[src/rtl/multi_ch_accumulator.sv]
// Multi-channel signed accumulator. Each channel sums beats over a window closed by in_last.
// A flush request drains every channel, in ascending order, through the same result register.
module multi_ch_accumulator #(
    parameter int                          DATA_WIDTH = 16,
    parameter int                          ACC_WIDTH  = 32,
    parameter int                          NUM_CH     = 4,
    parameter int                          CH_W       = $clog2(NUM_CH),
    parameter logic signed [ACC_WIDTH-1:0] ACC_INIT   = '0,
    parameter int                          SATURATE   = 1
) (
    input  logic                         clk,
    input  logic                         rst_n,
    input  logic                         in_valid,
    output logic                         in_ready,
    input  logic [CH_W-1:0]              in_ch,
    input  logic signed [DATA_WIDTH-1:0] in_data,
    input  logic                         in_last,
    input  logic                         flush_req,
    output logic                         out_valid,
    input  logic                         out_ready,
    output logic [CH_W-1:0]              out_ch,
    output logic signed [ACC_WIDTH-1:0]  out_data,
    output logic                         out_sat,
    output logic                         busy
);

    typedef enum logic {RUN, FLUSH} state_t;

    localparam logic signed [ACC_WIDTH-1:0] ACC_MAX = {1'b0, {(ACC_WIDTH-1){1'b1}}};
    localparam logic signed [ACC_WIDTH-1:0] ACC_MIN = {1'b1, {(ACC_WIDTH-1){1'b0}}};
    localparam logic [CH_W:0]               CH_LIMIT = (CH_W+1)'(NUM_CH);
    localparam logic [CH_W-1:0]             LAST_CH  = CH_W'(NUM_CH - 1);

    // Returns {overflow, result}; the sum is formed one bit wider so overflow is visible.
    function automatic logic [ACC_WIDTH:0] sat_add(
        input logic signed [ACC_WIDTH-1:0]  a,
        input logic signed [DATA_WIDTH-1:0] d
    );
        logic signed [ACC_WIDTH:0]   s;
        logic signed [ACC_WIDTH-1:0] r;
        logic                        ovf;
        s   = {a[ACC_WIDTH-1], a} + {{(ACC_WIDTH+1-DATA_WIDTH){d[DATA_WIDTH-1]}}, d};
        ovf = s[ACC_WIDTH] ^ s[ACC_WIDTH-1];
        if (ovf && (SATURATE != 0))
            r = s[ACC_WIDTH] ? ACC_MIN : ACC_MAX;
        else
            r = s[ACC_WIDTH-1:0];
        return {ovf, r};
    endfunction

    state_t                      state, state_nxt;
    logic [CH_W-1:0]             flush_ch;
    logic signed [ACC_WIDTH-1:0] acc [NUM_CH];
    logic [NUM_CH-1:0]           sat;

    logic                        out_free, in_fire, ch_ok, beat_fire, load_beat, drain_fire;
    logic signed [ACC_WIDTH-1:0] cur_acc, drain_acc, beat_sum;
    logic                        cur_sat, drain_sat, beat_ovf;

    assign out_free   = !out_valid || out_ready;
    assign in_ready   = rst_n && (state == RUN) && out_free;
    assign busy       = (state == FLUSH);
    assign in_fire    = in_valid && in_ready;
    assign ch_ok      = ({1'b0, in_ch} < CH_LIMIT);
    assign beat_fire  = in_fire && ch_ok;
    assign load_beat  = beat_fire && in_last;
    assign drain_fire = (state == FLUSH) && out_free;

    // Channel select muxes for the incoming beat and the channel being drained.
    always_comb begin
        cur_acc   = ACC_INIT;
        cur_sat   = 1'b0;
        drain_acc = ACC_INIT;
        drain_sat = 1'b0;
        for (int i = 0; i < NUM_CH; i++) begin
            if (in_ch == CH_W'(i)) begin
                cur_acc = acc[i];
                cur_sat = sat[i];
            end
            if (flush_ch == CH_W'(i)) begin
                drain_acc = acc[i];
                drain_sat = sat[i];
            end
        end
    end

    assign {beat_ovf, beat_sum} = sat_add(cur_acc, in_data);

    always_comb begin
        state_nxt = state;
        case (state)
            RUN:     if (flush_req) state_nxt = FLUSH;
            FLUSH:   if (drain_fire && (flush_ch == LAST_CH)) state_nxt = RUN;
            default: state_nxt = RUN;
        endcase
    end

    always_ff @(posedge clk or negedge rst_n) begin
        if (!rst_n) begin
            state    <= RUN;
            flush_ch <= '0;
        end else begin
            state <= state_nxt;
            if (state == RUN || (drain_fire && flush_ch == LAST_CH))
                flush_ch <= '0;
            else if (drain_fire)
                flush_ch <= flush_ch + 1'b1;
        end
    end

    // Accumulator bank: a closing beat or a drain reloads the channel and clears its sticky flag.
    always_ff @(posedge clk or negedge rst_n) begin
        if (!rst_n) begin
            for (int i = 0; i < NUM_CH; i++) begin
                acc[i] <= ACC_INIT;
                sat[i] <= 1'b0;
            end
        end else begin
            for (int i = 0; i < NUM_CH; i++) begin
                if (beat_fire && (in_ch == CH_W'(i))) begin
                    if (in_last) begin
                        acc[i] <= ACC_INIT;
                        sat[i] <= 1'b0;
                    end else begin
                        acc[i] <= beat_sum;
                        sat[i] <= sat[i] | beat_ovf;
                    end
                end else if (drain_fire && (flush_ch == CH_W'(i))) begin
                    acc[i] <= ACC_INIT;
                    sat[i] <= 1'b0;
                end
            end
        end
    end

    // Result register: holds while the consumer stalls.
    always_ff @(posedge clk or negedge rst_n) begin
        if (!rst_n) begin
            out_valid <= 1'b0;
            out_ch    <= '0;
            out_data  <= '0;
            out_sat   <= 1'b0;
        end else if (load_beat) begin
            out_valid <= 1'b1;
            out_ch    <= in_ch;
            out_data  <= beat_sum;
            out_sat   <= cur_sat | beat_ovf;
        end else if (drain_fire) begin
            out_valid <= 1'b1;
            out_ch    <= flush_ch;
            out_data  <= drain_acc;
            out_sat   <= drain_sat;
        end else if (out_ready) begin
            out_valid <= 1'b0;
        end
    end

endmodule
[config.mk]
export PLATFORM = sky130hd
export DESIGN_NAME = multi_ch_accumulator
export DESIGN_NICKNAME = d
export VERILOG_FILES = /design/src/rtl/multi_ch_accumulator.sv
export SDC_FILE = /design/constraint.sdc
export NUM_CORES = 1
export LEC_CHECK = 0
export ABC_AREA = 1
export CAP_MARGIN = 25
export CORE_AREA = 2 2 138 140
export CTS_BUF_LIST = sky130_fd_sc_hd__clkbuf_16
export DETAILED_ROUTE_END_ITERATION = 8
export DIE_AREA = 0 0 140 142
export PLACE_DENSITY = 0.8
export SLEW_MARGIN = 25
export SYNTH_ARGS = -nofsm -noshare
export SYNTH_HDL_FRONTEND = slang
export SYNTH_SLANG_ARGS = --single-unit
[constraint.sdc]
create_clock -name clk -period 5.6 [get_ports clk]
set_clock_uncertainty 0.05 [all_clocks]
set_input_delay 1.4 -clock clk [delete_from_list [all_inputs] [get_ports clk]]
set_output_delay 1.4 -clock clk [all_outputs]
set_load 0.005 [all_outputs]
Word-level counts from Yosys, hierarchy flattened. Index checks and enable logic that the tools add are counted.

Add/sub/neg operators: 2. Multipliers: 0. Divide/modulo/power cells: 0. Order comparisons: 0. Equality and inequality tests: 6. Shifts and indexed selects: 0. Mux-type cells: 53. Bitwise operators: 7. Reductions and logical operators: 25.

Operators by type and width (number): 2-to-1 mux 32 bit (21); adder 32 x 16 -> 33 bit (1); 2-to-1 mux 1 bit (27); logical AND 1 bit (13); nonzero test 2 bit (6); equality test 2 bit, second input constant (4); 2-to-1 mux 2 bit (4); bitwise OR 1 bit (5); equality test 2 x 1 -> 1 bit, second input constant (2); zero test 2 bit (2); nonzero test 3 bit (1); adder 2 x 1 -> 2 bit, second input constant (1); logical OR 1 bit (2); case mux 1 bit (2 select lines) (1); zero test 1 bit (1); inverter 1 bit (1); bitwise XOR 1 bit (1).

Bits in registers: 171. Latch bits: 0. Bits in writable memories: 0. Bits in read-only memories: 0. Input port bits: 24. Output and inout bits: 38. Word-level logic and storage cells: 107. Memories: 0.

Logic depth before layout (Yosys ltp).
Word-level depth: 10. Mapped depth: 26. Gate-level depth less buffers: 23.

Worst setup path after synthesis. OpenSTA, ideal clock, no wires.

Path type: input to register. Start point: input port in_ch[0]. End point: register out_data[30]. Setup time: 128 ps. Data arrival time: 4248 ps. Data required time: 5422 ps. Setup slack: 1175 ps. Stages on the path: 23. Buffers on the path: 4. Cells stage by stage: clkbuf_1 -> nand2_1 -> clkbuf_1 -> clkbuf_1 -> o22ai_1 -> ha_1 -> inv_1 -> fa_1 -> inv_1 -> nand2_1 -> nand2_1 -> nand3_1 -> nand2_1 -> nand2_1 -> nand2_2 -> nand2_2 -> nand3_1 -> nand2_4 -> nor2_8 -> buf_12 -> o21ai_4 -> nand2_1 -> nand3_1.

Cells in the longest elaborated chain, start to end: 9. Elaborated cells on any way between the ends: 13. Those cells by class: add/sub: 1; eq/ne: 3; mux: 7; bitwise: 1; reduce/logical: 1.

RTL lines: from (decl) (RTL line 15) `input logic [CH_W-1:0] in_ch,`; zero test 2 bit (RTL line 76) `if (in_ch == CH_W'(i)) begin`; 2-to-1 mux 32 bit (3 in series) (RTL line 76); 2-to-1 mux 32 bit (*) (RTL line 76); adder 32 x 16 -> 33 bit (*) (RTL line 42) `s = {a[ACC_WIDTH-1], a} + {{(ACC_WIDTH+1-DATA_WIDTH){d[DATA_WIDTH-1]}}, d};`; 2-to-1 mux 32 bit or bitwise XOR 1 bit (tied branches) (RTL line 45, 43); 2-to-1 mux 32 bit (*) (RTL line 44) `if (ovf && (SATURATE != 0))`; 2-to-1 mux 32 bit (*) (RTL line 143) `end else if (load_beat) begin`; to (signal assigned) (RTL line 146) `out_data <= beat_sum;`; to (signal assigned) (RTL line 151) `out_data <= drain_acc;`; to (decl) (RTL line 22) `output logic signed [ACC_WIDTH-1:0] out_data,`.

Mark *: on every way between the ends. The rest lies on a longest branch, timed or not. A chain may end at the register's enable or synchronous reset.

Worst setup path in the final report.
Start point: input port in_ch[0]. End point: register acc[74] in the netlist's numbering.

Cells in the longest elaborated chain, start to end: 10. Elaborated cells on any way between the ends: 16. Those cells by class: add/sub: 1; eq/ne: 3; mux: 8; bitwise: 1; reduce/logical: 3.

RTL lines: zero test 2 bit (RTL line 76); 2-to-1 mux 32 bit (4 in series) (RTL line 76); adder 32 x 16 -> 33 bit (RTL line 42); 2-to-1 mux 32 bit or bitwise XOR 1 bit (tied branches) (RTL line 45, 43); 2-to-1 mux 32 bit (RTL line 44); 2-to-1 mux 32 bit (RTL line 121) `if (in_last) begin`; 2-to-1 mux 32 bit (RTL line 120) `if (beat_fire && (in_ch == CH_W'(i))) begin`; to (signal, indexed assignment) (RTL line 125) `acc[i] <= beat_sum;`; to (decl) (RTL line 53) `logic signed [ACC_WIDTH-1:0] acc [NUM_CH];`.

Several ways; a longest one is shown, not always the timed one.

==> PnR_summary.wiki <==
{| class="wikitable"
! Metric !! Value
|-
| Post-CTS Repair Setup Buffers || 0
|-
| Final count of negative-setup-slack endpoints || 0
|-
| Unique cell type count in the Yosys netlist || 40
|-
| Time the worst path needs with I/O delays and setup || 5183 ps
|-
| Sinks on Clock Net || roughly 170
|-
| Share of the synthesized area in the top cell type || approximately two fifths
|-
| Overflow after GRT || 0
|-
| Final GP Congestion || around 0.94
|-
| Maximum level of the CTS H-tree || 4
|-
| Initial antenna violation count || 0
|-
| Final standard cell utilization of the core || roughly 69%
|-
| Status || finished, violations left
|-
| Slowest-stage cell, CP || sky130_fd_sc_hd__clkdlybuf4s50_1
|-
| Final worst path period share || just over 90%
|-
| Violations in the final reports || design-rule violations
|-
| Die Outline Area || just under 20000 sq um
|-
| N_diodes || 0
|-
| Part of the total power dissipated in the clock network || 23.8%
|-
| Tightest Pin Transition || about 1000 ps
|-
| Longest individual stage delay on the worst path || roughly 520 ps
|-
| Unrepaired setup endpoints after global routing || false
|-
| Cell at the root of the clock tree || sky130_fd_sc_hd__clkbuf_16
|-
| Drt pass-1 iters || 9
|-
| Top post-synthesis cells by area || sky130_fd_sc_hd__dfrtp_1 39%, sky130_fd_sc_hd__nand2_1 20%, sky130_fd_sc_hd__inv_1 4.8%, sky130_fd_sc_hd__o21ai_0 4.3%, sky130_fd_sc_hd__ha_1 4.1%
|-
| Power density normalized to cell area || around 400 nW/um^2
|-
| Cells along the critical path || clkdlybuf4s50_1, nand2_1, clkinv_1, a221oi_1, o21ai_0, o21ai_0, inv_1, ha_1, nand2_1, nand2_1, nand2_1, nand2_1, a21oi_1, nand2_2, nand2_1, nand2_1, nand2_2, nand2_4, nor2_8, buf_4, o21ai_2, nand2_1, o21ai_0
|-
| Min-Delay Path Class || flop to flop
|-
| Maximum number of buffers from clock root to sink || 2
|-
| Most common flop cell mapped by yosys || sky130_fd_sc_hd__dfrtp_1
|-
| Num rows || 50
|-
| Hold buffer count at CTS || 0
|-
| Total power of the final layout || 4.958 mW
|-
| Data required time at the worst endpoint || about 5800 ps
|-
| Count leader, synth || sky130_fd_sc_hd__nand2_1
|-
| Worst-path maximum fanout || 10
|-
| Setup Total Neg Slack || 0 ps
|-
| Wire per inst || between 20 and 25 um
|-
| Wire length reported by the detailed router || approximately 39000 um
|-
| DRC violation count after routing || 5
|-
| Largest net degree at the start of global routing || 72
|-
| Reported max-cap violation count || 0
|-
| Startpoint-to-endpoint class of the critical path || input port to flop
|-
| Cell area after synthesis || about 11000 sq um
|-
| Horiz. Die Dim || 140 um
|-
| Core Box Area || between 15000 and 20000 sq um
|-
| Fmax || 192.9 MHz
|-
| TritonCTS clock tree || done
|-
| Power spent charging and discharging nets || roughly 2.2 mW
|-
| Post-route antenna net violation count || 0
|-
| Height of the die || around 140 um
|-
| Total routing resource utilization after global routing || around two fifths
|-
| Register-to-register setup slack || roughly 2100 ps
|-
| TritonCTS buffer count || 17
|-
| Boundary pin count || just over 60
|-
| Number of register bits inferred by synthesis || approximately 170
|-
| Maximum vdd drop || 0.0002763 V
|-
| Leakage dissipation || 6.480 nW
|-
| Number of global-route vias before repair || roughly 11000
|-
| Via count || 11610
|-
| Slew margin rel. || 30.75%
|-
| Count of buffers from port buffering || 61
|-
| Internal power contribution || ~2.8 mW
|-
| Fraction of final layout cells sized beyond drive strength 1 || under 10%
|-
| Clock input transition at the sequential cells of the worst setup and hold paths || about 70 ps
|-
| Post-synth net total || around 1600
|-
| CP dominant cell by count || sky130_fd_sc_hd__nand2_1
|-
| Setup crit start kind || input port
|-
| Sequential area share after synthesis || 38.62%
|-
| Number of synthesized flops with an enable pin || 0
|-
| Commonest cells in the synthesized netlist || 577 x sky130_fd_sc_hd__nand2_1, 171 x sky130_fd_sc_hd__dfrtp_1, 142 x sky130_fd_sc_hd__inv_1
|-
| Post-DR vias/cell || roughly 6.3
|-
| HPWL reported at the end of detailed placement || between 20000 and 30000 um
|-
| Synthesis warning total || 0
|-
| Latest clock arrival within the worst-skew pair || between 400 and 500 ps
|-
| Number of hold violations in the final report || 0
|-
| Initial standard-cell utilization of the core || about three fifths
|-
| Number of nets in the layout || about 1700
|-
| Combinational group share of total power || roughly 45%
|-
| Arrival time reported for the critical path endpoint || approximately 5400 ps
|-
| Layout overhead on the synthesized area || 14.14%
|-
| Number of instances in the synthesized netlist || approximately 1600
|-
| Sequential power share || 31.2%
|-
| Switching power as a share of total power || ~44%
|-
| Max-slew violation count || 0
|-
| Number of DRC violations after detailed-routing iteration 0 || between 1500 and 2000
|-
| Area leader, netlist || sky130_fd_sc_hd__dfrtp_1
|-
| Type of element capturing the critical path || flop
|-
| Fraction of synthesis flops using an asynchronous set or reset pin || between 90% and 100%
|-
| # resized after CTS || 0
|-
| Mean Syn Cell Area || just over 7 sq um
|-
| First-pass GRT wire length || about 60000 um
|}
## registers in the layout (all words and copies together), names as in the netlist
register	flops
out_sat	1
busy	1
acc	128
out_data	32
out_valid	1
sat	4
out_ch	2
flush_ch	2
## routing by layer
layer	global-route usage (%)	share of wire, %	up-vias
met5	0	0	-
met4	26.16	7.3	0
met3	8.950	12	185
met2	59.87	43	800
met1	50.55	37	5409
li1	-	-	5211
## cells in the final DEF, fill, tap and decap left out, drive strengths merged, types with 12 or more instances in the layout
cell type / count
a21oi: 46
a221oi: 30
a22oi: 25
buf: 43
clkbuf: 17
clkdlybuf4s50: 60
dfrtp: 171
ha: 36
inv: 149
nand2: 588
nand3: 85
nor2: 90
o21ai: 132
o221ai: 12
o22ai: 35
o31ai: 23
## area by class of cell
class,instances,area [sq um]
Fill cell,1575,5808
Clock buffer,17,425.4
Inverter,148,555.5
Timing Repair Buffer,103,1002
Multi-Input combinational cell,1155,5942
Clock inverter,15,150.1
Sequential cell,171,4279
Tap cell,234,292.8
## kinds of logic (layout without fill, tap and decap cells)
group / Yosys count / in the layout / share of synthesized area [%]
flops: 171 / 171 / 38.62
buf+inv: 225 / 283 / 8.074
simple gates: 775 / 775 / 28.20
fa+ha+maj: 37 / 37 / 4.246
compound gates: 324 / 324 / 19.37
xor+xnor: 19 / 19 / 1.502
## final timing paths
path	cells after the start	to	start
worst max-delay path	23	acc[74]$_DFFE_PN0P_	in_ch[0]
worst min-delay path	2	acc[15]$_DFFE_PN0P_	acc[15]$_DFFE_PN0P_
worst max register to register	20	acc[74]$_DFFE_PN0P_	acc[40]$_DFFE_PN0P_
worst min register to register	2	acc[15]$_DFFE_PN0P_	acc[15]$_DFFE_PN0P_
max in group asynchronous	3	acc[54]$_DFFE_PN0P_	rst_n
min in group asynchronous	1	out_data[5]$_DFFE_PN0P_	rst_n
## power by group through the flow
stage / sequential, mW / clock (mW) / combinational, mW
floorplan: 1.54 / 0 / 1.31
global placement: 1.56 / 0 / 2.13
detailed placement: 1.56 / 0 / 2.15
CTS: 1.54 / 1.18 / 2.16
global route: 1.57 / 1.24 / 2.36
finish: 1.55 / 1.18 / 2.23
## through the flow
step / area [sq um] / std cells / hold slack (ps) / worst slack, ps
after floorplan: 11080 / 1551 / 399.1 / 1175
after global placement: 12070 / 1811 / 413.9 / 302.5
after detailed placement: 12070 / 1811 / 416.0 / 137.0
after CTS: 12650 / 1843 / 432.4 / 543.1
after global routing: 12650 / 1843 / 469.3 / 217.6
final: 12650 / 1843 / 435.5 / 417.1
## worst max-delay path: cells and delay by family
kind                       cells  cell delay (ps)
and+or+nand+nor               12             1320
buffers and inverters          4             1210
AOI/OAI and AO/OA              6             1100
adders and majority gates      1              370
Note: power is estimated with default switching activity, not from simulation.
==> RTL edit 1: new RTL, same settings <==
Reset style: synchronous (`rst_n`), changed in 3 clocked blocks.
--- a/src/rtl/multi_ch_accumulator.sv
+++ b/src/rtl/multi_ch_accumulator.sv
@@ -95,7 +95,7 @@
         endcase
     end
 
-    always_ff @(posedge clk or negedge rst_n) begin
+    always_ff @(posedge clk) begin
         if (!rst_n) begin
             state    <= RUN;
             flush_ch <= '0;
@@ -109,7 +109,7 @@
     end
 
     // Accumulator bank: a closing beat or a drain reloads the channel and clears its sticky flag.
-    always_ff @(posedge clk or negedge rst_n) begin
+    always_ff @(posedge clk) begin
         if (!rst_n) begin
             for (int i = 0; i < NUM_CH; i++) begin
                 acc[i] <= ACC_INIT;
@@ -134,7 +134,7 @@
     end
 
     // Result register: holds while the consumer stalls.
-    always_ff @(posedge clk or negedge rst_n) begin
+    always_ff @(posedge clk) begin
         if (!rst_n) begin
             out_valid <= 1'b0;
             out_ch    <= '0;
Behaviour: differs if rst_n is asserted again (counterexample within 4 cycles, from zero or initial values and one cycle with rst_n low); with rst_n held inactive, the same outputs for 4 cycles.
==> RTL edit 1 against the original RTL <==
Largest cell class unchanged. Area after synthesis is 0.16% lower. Power is 25% lower. Highest routed layer unchanged. Sequential cell count stayed put. Design area is 1.6% lower. Critical path type unchanged. Critical path depth is 3 lower. Routed wire length is 11% lower. The flow still finishes with violations (DRC). Non-clock buffer count is 7 lower. Worst setup slack worse by 0.15 ns. Largest power group is now registers.
==> RTL edit 1: results (changes against the original RTL) <==
[synthesis]
yosys_cell_types = 42  ; +5.0%
synth_top_area_share_pct = 34.7  ; -3.9 points
synthTopCellsByCount = sky130_fd_sc_hd__nand2_1 (268), sky130_fd_sc_hd__a21oi_1 (230), sky130_fd_sc_hd__nor2_1 (136)
synth-edff-count = 128  ; +128
synth_top_cells_by_area = sky130_fd_sc_hd__edfxtp_1 (35%), sky130_fd_sc_hd__a21oi_1 (10%), sky130_fd_sc_hd__nand2_1 (9.1%)

[place]
detailed_place_hpwl_um = 22400  ; -12%
place_worst_setup_slack_ns = 0.0244  ; -0.113 ns
dpl_cell_area_sq_um = 11900  ; -1.5%

[drt]
first_pass_iters = 8  ; -1
met3_length_um = 3730  ; -20%
routed_wl_um = 34300  ; -11%
route.met2.wl_um = 16000  ; -4.5%
post-route-drc-count = 5  ; unchanged

[global_route]
grt_start_max_net_pins = 75  ; +4.2%

[worst_setup_path]
slowest_stage = sky130_fd_sc_hd__nor2_2
ff2ff_setup_slack_ns = 2.02  ; -0.06 ns
critical_path.reg2reg.startpoint = acc[2][6]
r2r_end = acc[1][24]
worstPathArrival_ns = 5.54  ; +0.12 ns

[status]
outcome = complete, but fails checks
violated_checks = DRC

[power]
max-vdd-ir-drop_v = 0.000254  ; -8.1%

[final_layout]
final-instance-count-excl-fill = 1690  ; -8.3%

[clock_network]
insertion_delay_ns = 0.45  ; +0.02 ns

[min_path]
min_delay_worst_endpoint = out_sat

==> RTL edit 1: metal layers <==
| layer | global-route usage [%] | vias up |
|---|---|---|
| met5 | 0 | - |
| met4 | 21.6 | 0 |
| met3 | 6.66 | 128 |
| met2 | 56.0 | 690 |
| met1 | 43.0 | 4727 |
| li1 | - | 4906 |
==> RTL edit 1: cell families after synthesis <==
kind of cell	synth area share [%]
adders and majority gates	4.25
xor gates and xnor gates	1.66
DFF	42.5
AOI/OAI and AO/OA	22.5
and+or+nand+nor	20.9
buffers and inverters	8.14
==> RTL edit 1: worst max path at each step <==
stage | end | slack, ns | cells past startpoint
after floorplan | acc[2][24] | 1.18 | 20
after global placement | sat[0] | 0.12 | 21
after detailed placement | sat[0] | 0.02 | 21
after CTS | acc[1][24] | 0.40 | 20
after global routing | acc[1][24] | 0.13 | 20
final | acc[1][24] | 0.27 | 20
==> RTL edit 1: final cells by class <==
type / instances / area, sq um / share of cell area [%]
Tap cell: 234 / 293 / 2.35
Sequential cell: 171 / 4700 / 37.8
Inverter: 131 / 494 / 3.97
Timing Repair Buffer: 96 / 943 / 7.58
Clock buffer: 17 / 425 / 3.42
Multi-Input combinational cell: 1027 / 5470 / 44.0
Clock inverter: 14 / 110 / 0.885
==> RTL edit 1: worst reg2reg max path: cells and delay by family, from the launching register on <==
kind                       cells  cell delay, ns
AOI/OAI and AO/OA              4            1.01
and+or+nand+nor               11            1.19
DFF                            1            0.41
buffers and inverters          3            0.40
adders and majority gates      1            0.35
==> RTL edit 1: power by group through the flow <==
stage               registers, mW  clock network [mW]  logic, mW
floorplan                    1.51                   0      0.799
global placement             1.51                   0       1.11
detailed placement           1.51                   0       1.12
CTS                          1.49                1.09       1.13
global route                 1.50                1.14       1.24
finish                       1.49                1.10       1.15
==> RTL edit 2: new RTL, config.mk and constraints unchanged <==
Made on the original files. Set the parameter `DATA_WIDTH` to 32 (it was 16).
--- a/src/rtl/multi_ch_accumulator.sv
+++ b/src/rtl/multi_ch_accumulator.sv
@@ -1,7 +1,7 @@
 // Multi-channel signed accumulator. Each channel sums beats over a window closed by in_last.
 // A flush request drains every channel, in ascending order, through the same result register.
 module multi_ch_accumulator #(
-    parameter int                          DATA_WIDTH = 16,
+    parameter int                          DATA_WIDTH = 32,
     parameter int                          ACC_WIDTH  = 32,
     parameter int                          NUM_CH     = 4,
     parameter int                          CH_W       = $clog2(NUM_CH),
Interface: changed (resized in_data); port bits go from 62 to 78. The function was not compared with the original's and may differ.
==> RTL edit 2 against the original RTL <==
The run still ends with DRC left. Area after synthesis shrank 0.49%. Worst setup slack lost 0.18 ns. Synthesized cell count grew 0.84%. Sequential cell count is the same. Power grew 5.7%. Hold slack gained 0.00098 ns. Combinational power grew 9.4%. Design area grew 0.74%. Sequential share of layout area shrank 0.25 points. Routed wire length grew 5.3%. Critical endpoint is now acc[35].
==> RTL edit 2: results (changes against the original RTL) <==
[min_path]
hp-class = flip-flop to flip-flop

[clock_network]
path_clk_slew_ns = 0.07  ; about the same
clk_root_buffer_cell = sky130_fd_sc_hd__clkbuf_16
post_cts_buffers = 0  ; unchanged
insertion_delay_ns = 0.44
clock_tree.htree_level_count = 4  ; unchanged
cts_max_path_buffers = 2  ; unchanged
cts_buffers = 17  ; unchanged

[synthesis]
synthesis.yosys.warnings = 0  ; unchanged
synth_compound_area_share_pct = 19.4  ; about the same
postSynth.asyncResetShare_pct = 100  ; unchanged
synth.area.mux_share_pct = 0  ; unchanged
synth_nets = 1641  ; +1.8%
ys_dominant_reg_cell = sky130_fd_sc_hd__dfrtp_1
synthTopCellsByCount = sky130_fd_sc_hd__nand2_1 (591), sky130_fd_sc_hd__dfrtp_1 (171), sky130_fd_sc_hd__inv_1 (141)
yosys_cell_types = 41  ; +2.5%
yosys.area_share.adder_pct = 4.27  ; +0.021 points
synth_sequential_area_ratio_pct = 38.8  ; +0.19 points
synth_top_cells_by_area = sky130_fd_sc_hd__dfrtp_1 (39%), sky130_fd_sc_hd__nand2_1 (20%), sky130_fd_sc_hd__o21ai_0 (4.9%)
post_synth_xor_area_fraction_pct = 1.51  ; +0.0073 points

[global_route]
grt_pass1_vias = 11200  ; +3.7%
grt_start_max_net_pins = 66  ; -8.3%
gr-usage-all-layers_pct = 41.2  ; +1.9 points
grt_pass1_wl_um = 62100  ; +3.9%
antenna_violations_before_repair = 0  ; unchanged

[worst_setup_path]
worstPathArrival_ns = 5.63  ; +0.21 ns
slowest_stage = sky130_fd_sc_hd__clkdlybuf4s50_1
cp_max_fo = 24  ; +14
worst_path_largest_cell_delay_ns = 0.56  ; +0.04 ns

[place]
detailed_place_hpwl_um = 26700  ; +5.8%
place.port_buffers = 77  ; +26%
place.gp.congestion = 1.02  ; +9.3%
place_worst_setup_slack_ns = -0.0661  ; -0.203 ns

[drt]
first_pass_iters = 8  ; -1
viasPerCell = 6.28  ; -0.28%
post-route-drc-count = 6  ; +1
drt-wirelength-per-cell_um = 21.7  ; +3.7%
drt_iter0_drc = 1473  ; -2.1%

[job]
max_cap_violations = 0  ; unchanged

[status]
violated_checks = DRC
outcome = complete, but fails checks

[final_layout]
fillCellCount = 1555  ; -1.3%
register_ranked_first_by_flip_flop_count = acc
drive_above_1_share_pct = 6.66  ; -0.92 points
n_antenna_cell = 0  ; unchanged
layout.nets = 1701  ; +2.7%
biggestRegsByFlops = acc x128, out_data x32, sat x4

[timing]
worstMarginPinSlew_ns = 1.06  ; +0.0187 ns

[power]
leakage_nw = 6.40  ; -1.2%
max-vdd-ir-drop_v = 0.000292  ; +5.6%

==> RTL edit 2: path summary, 6_finish.rpt <==
check / start / to / slack, ns / depth (start not counted)
setup / recovery: in_ch[0] / acc[35] / 0.24 / 24
hold / removal: acc[24] / acc[24] / 0.44 / 2
setup reg to reg: acc[64] / acc[35] / 1.78 / 22
hold reg to reg: acc[24] / acc[24] / 0.44 / 2
max in group asynchronous: rst_n / acc[107] / 2.95 / 3
min in group asynchronous: rst_n / acc[27] / 1.11 / 2
==> RTL edit 2: where the power goes <==
group | internal, mW | total (mW) | switching (mW)
clock network | 0.693 | 1.21 | 0.518
registers | 1.44 | 1.59 | 0.150
logic | 0.789 | 2.44 | 1.65
==> RTL edit 2: cell families (layout without fill, tap and decap cells) <==
kind of cell,after synthesis,count (layout)
xor+xnor,19,19
compound gates,341,341
flops,171,171
buf+inv,221,294
simple gates,775,775
fa+ha+maj,37,37
==> RTL edit 2: per-layer routing <==
metal | global-route usage [%] | wire length, um | vias to the layer above | part of all wire (%)
met5 | 0 | 0 | - | 0
met4 | 26.9 | 2850 | 0 | 7.0
met3 | 10.9 | 5280 | 202 | 13
met2 | 62.7 | 17900 | 879 | 44
met1 | 52.2 | 14600 | 5403 | 36
li1 | - | - | 5264 | -
==> RTL edit 2: what timing repair did <==
action | 4_1_cts | 5_1_grt
hold buffers | 0 | 0
resized for setup | 0 | 1
endpoints found under the setup margin | 0 | 14
==> RTL edit 2: per-stage QoR <==
stage               TNS (ns)  instance area (sq um)  instances
finish                     0                  12700       1871
CTS                        0                  12700       1871
global route               0                  12700       1871
detailed placement    -0.712                  12200       1839
global placement      -0.355                  12200       1839
floorplan                  0                  11000       1564
==> RTL edit 2: critical path: cells and delay by family <==
kind                     cells  cell delay, ns
adder cells (fa/ha/maj)      2            0.44
AO/OA/AOI/OAI                3            0.60
buffers and inverters        5            1.28
AND/OR/NAND/NOR             14            1.88
==> RTL edit 2: final cells by class <==
type	count	area (sq um)	area share, %
repair buffers	117	1120	8.81
well taps	234	293	2.30
clock buffers	17	425	3.34
clock inverters	15	158	1.24
flip-flops and latches	171	4280	33.6
multi-input cells	1172	5920	46.5
inverters	145	544	4.27
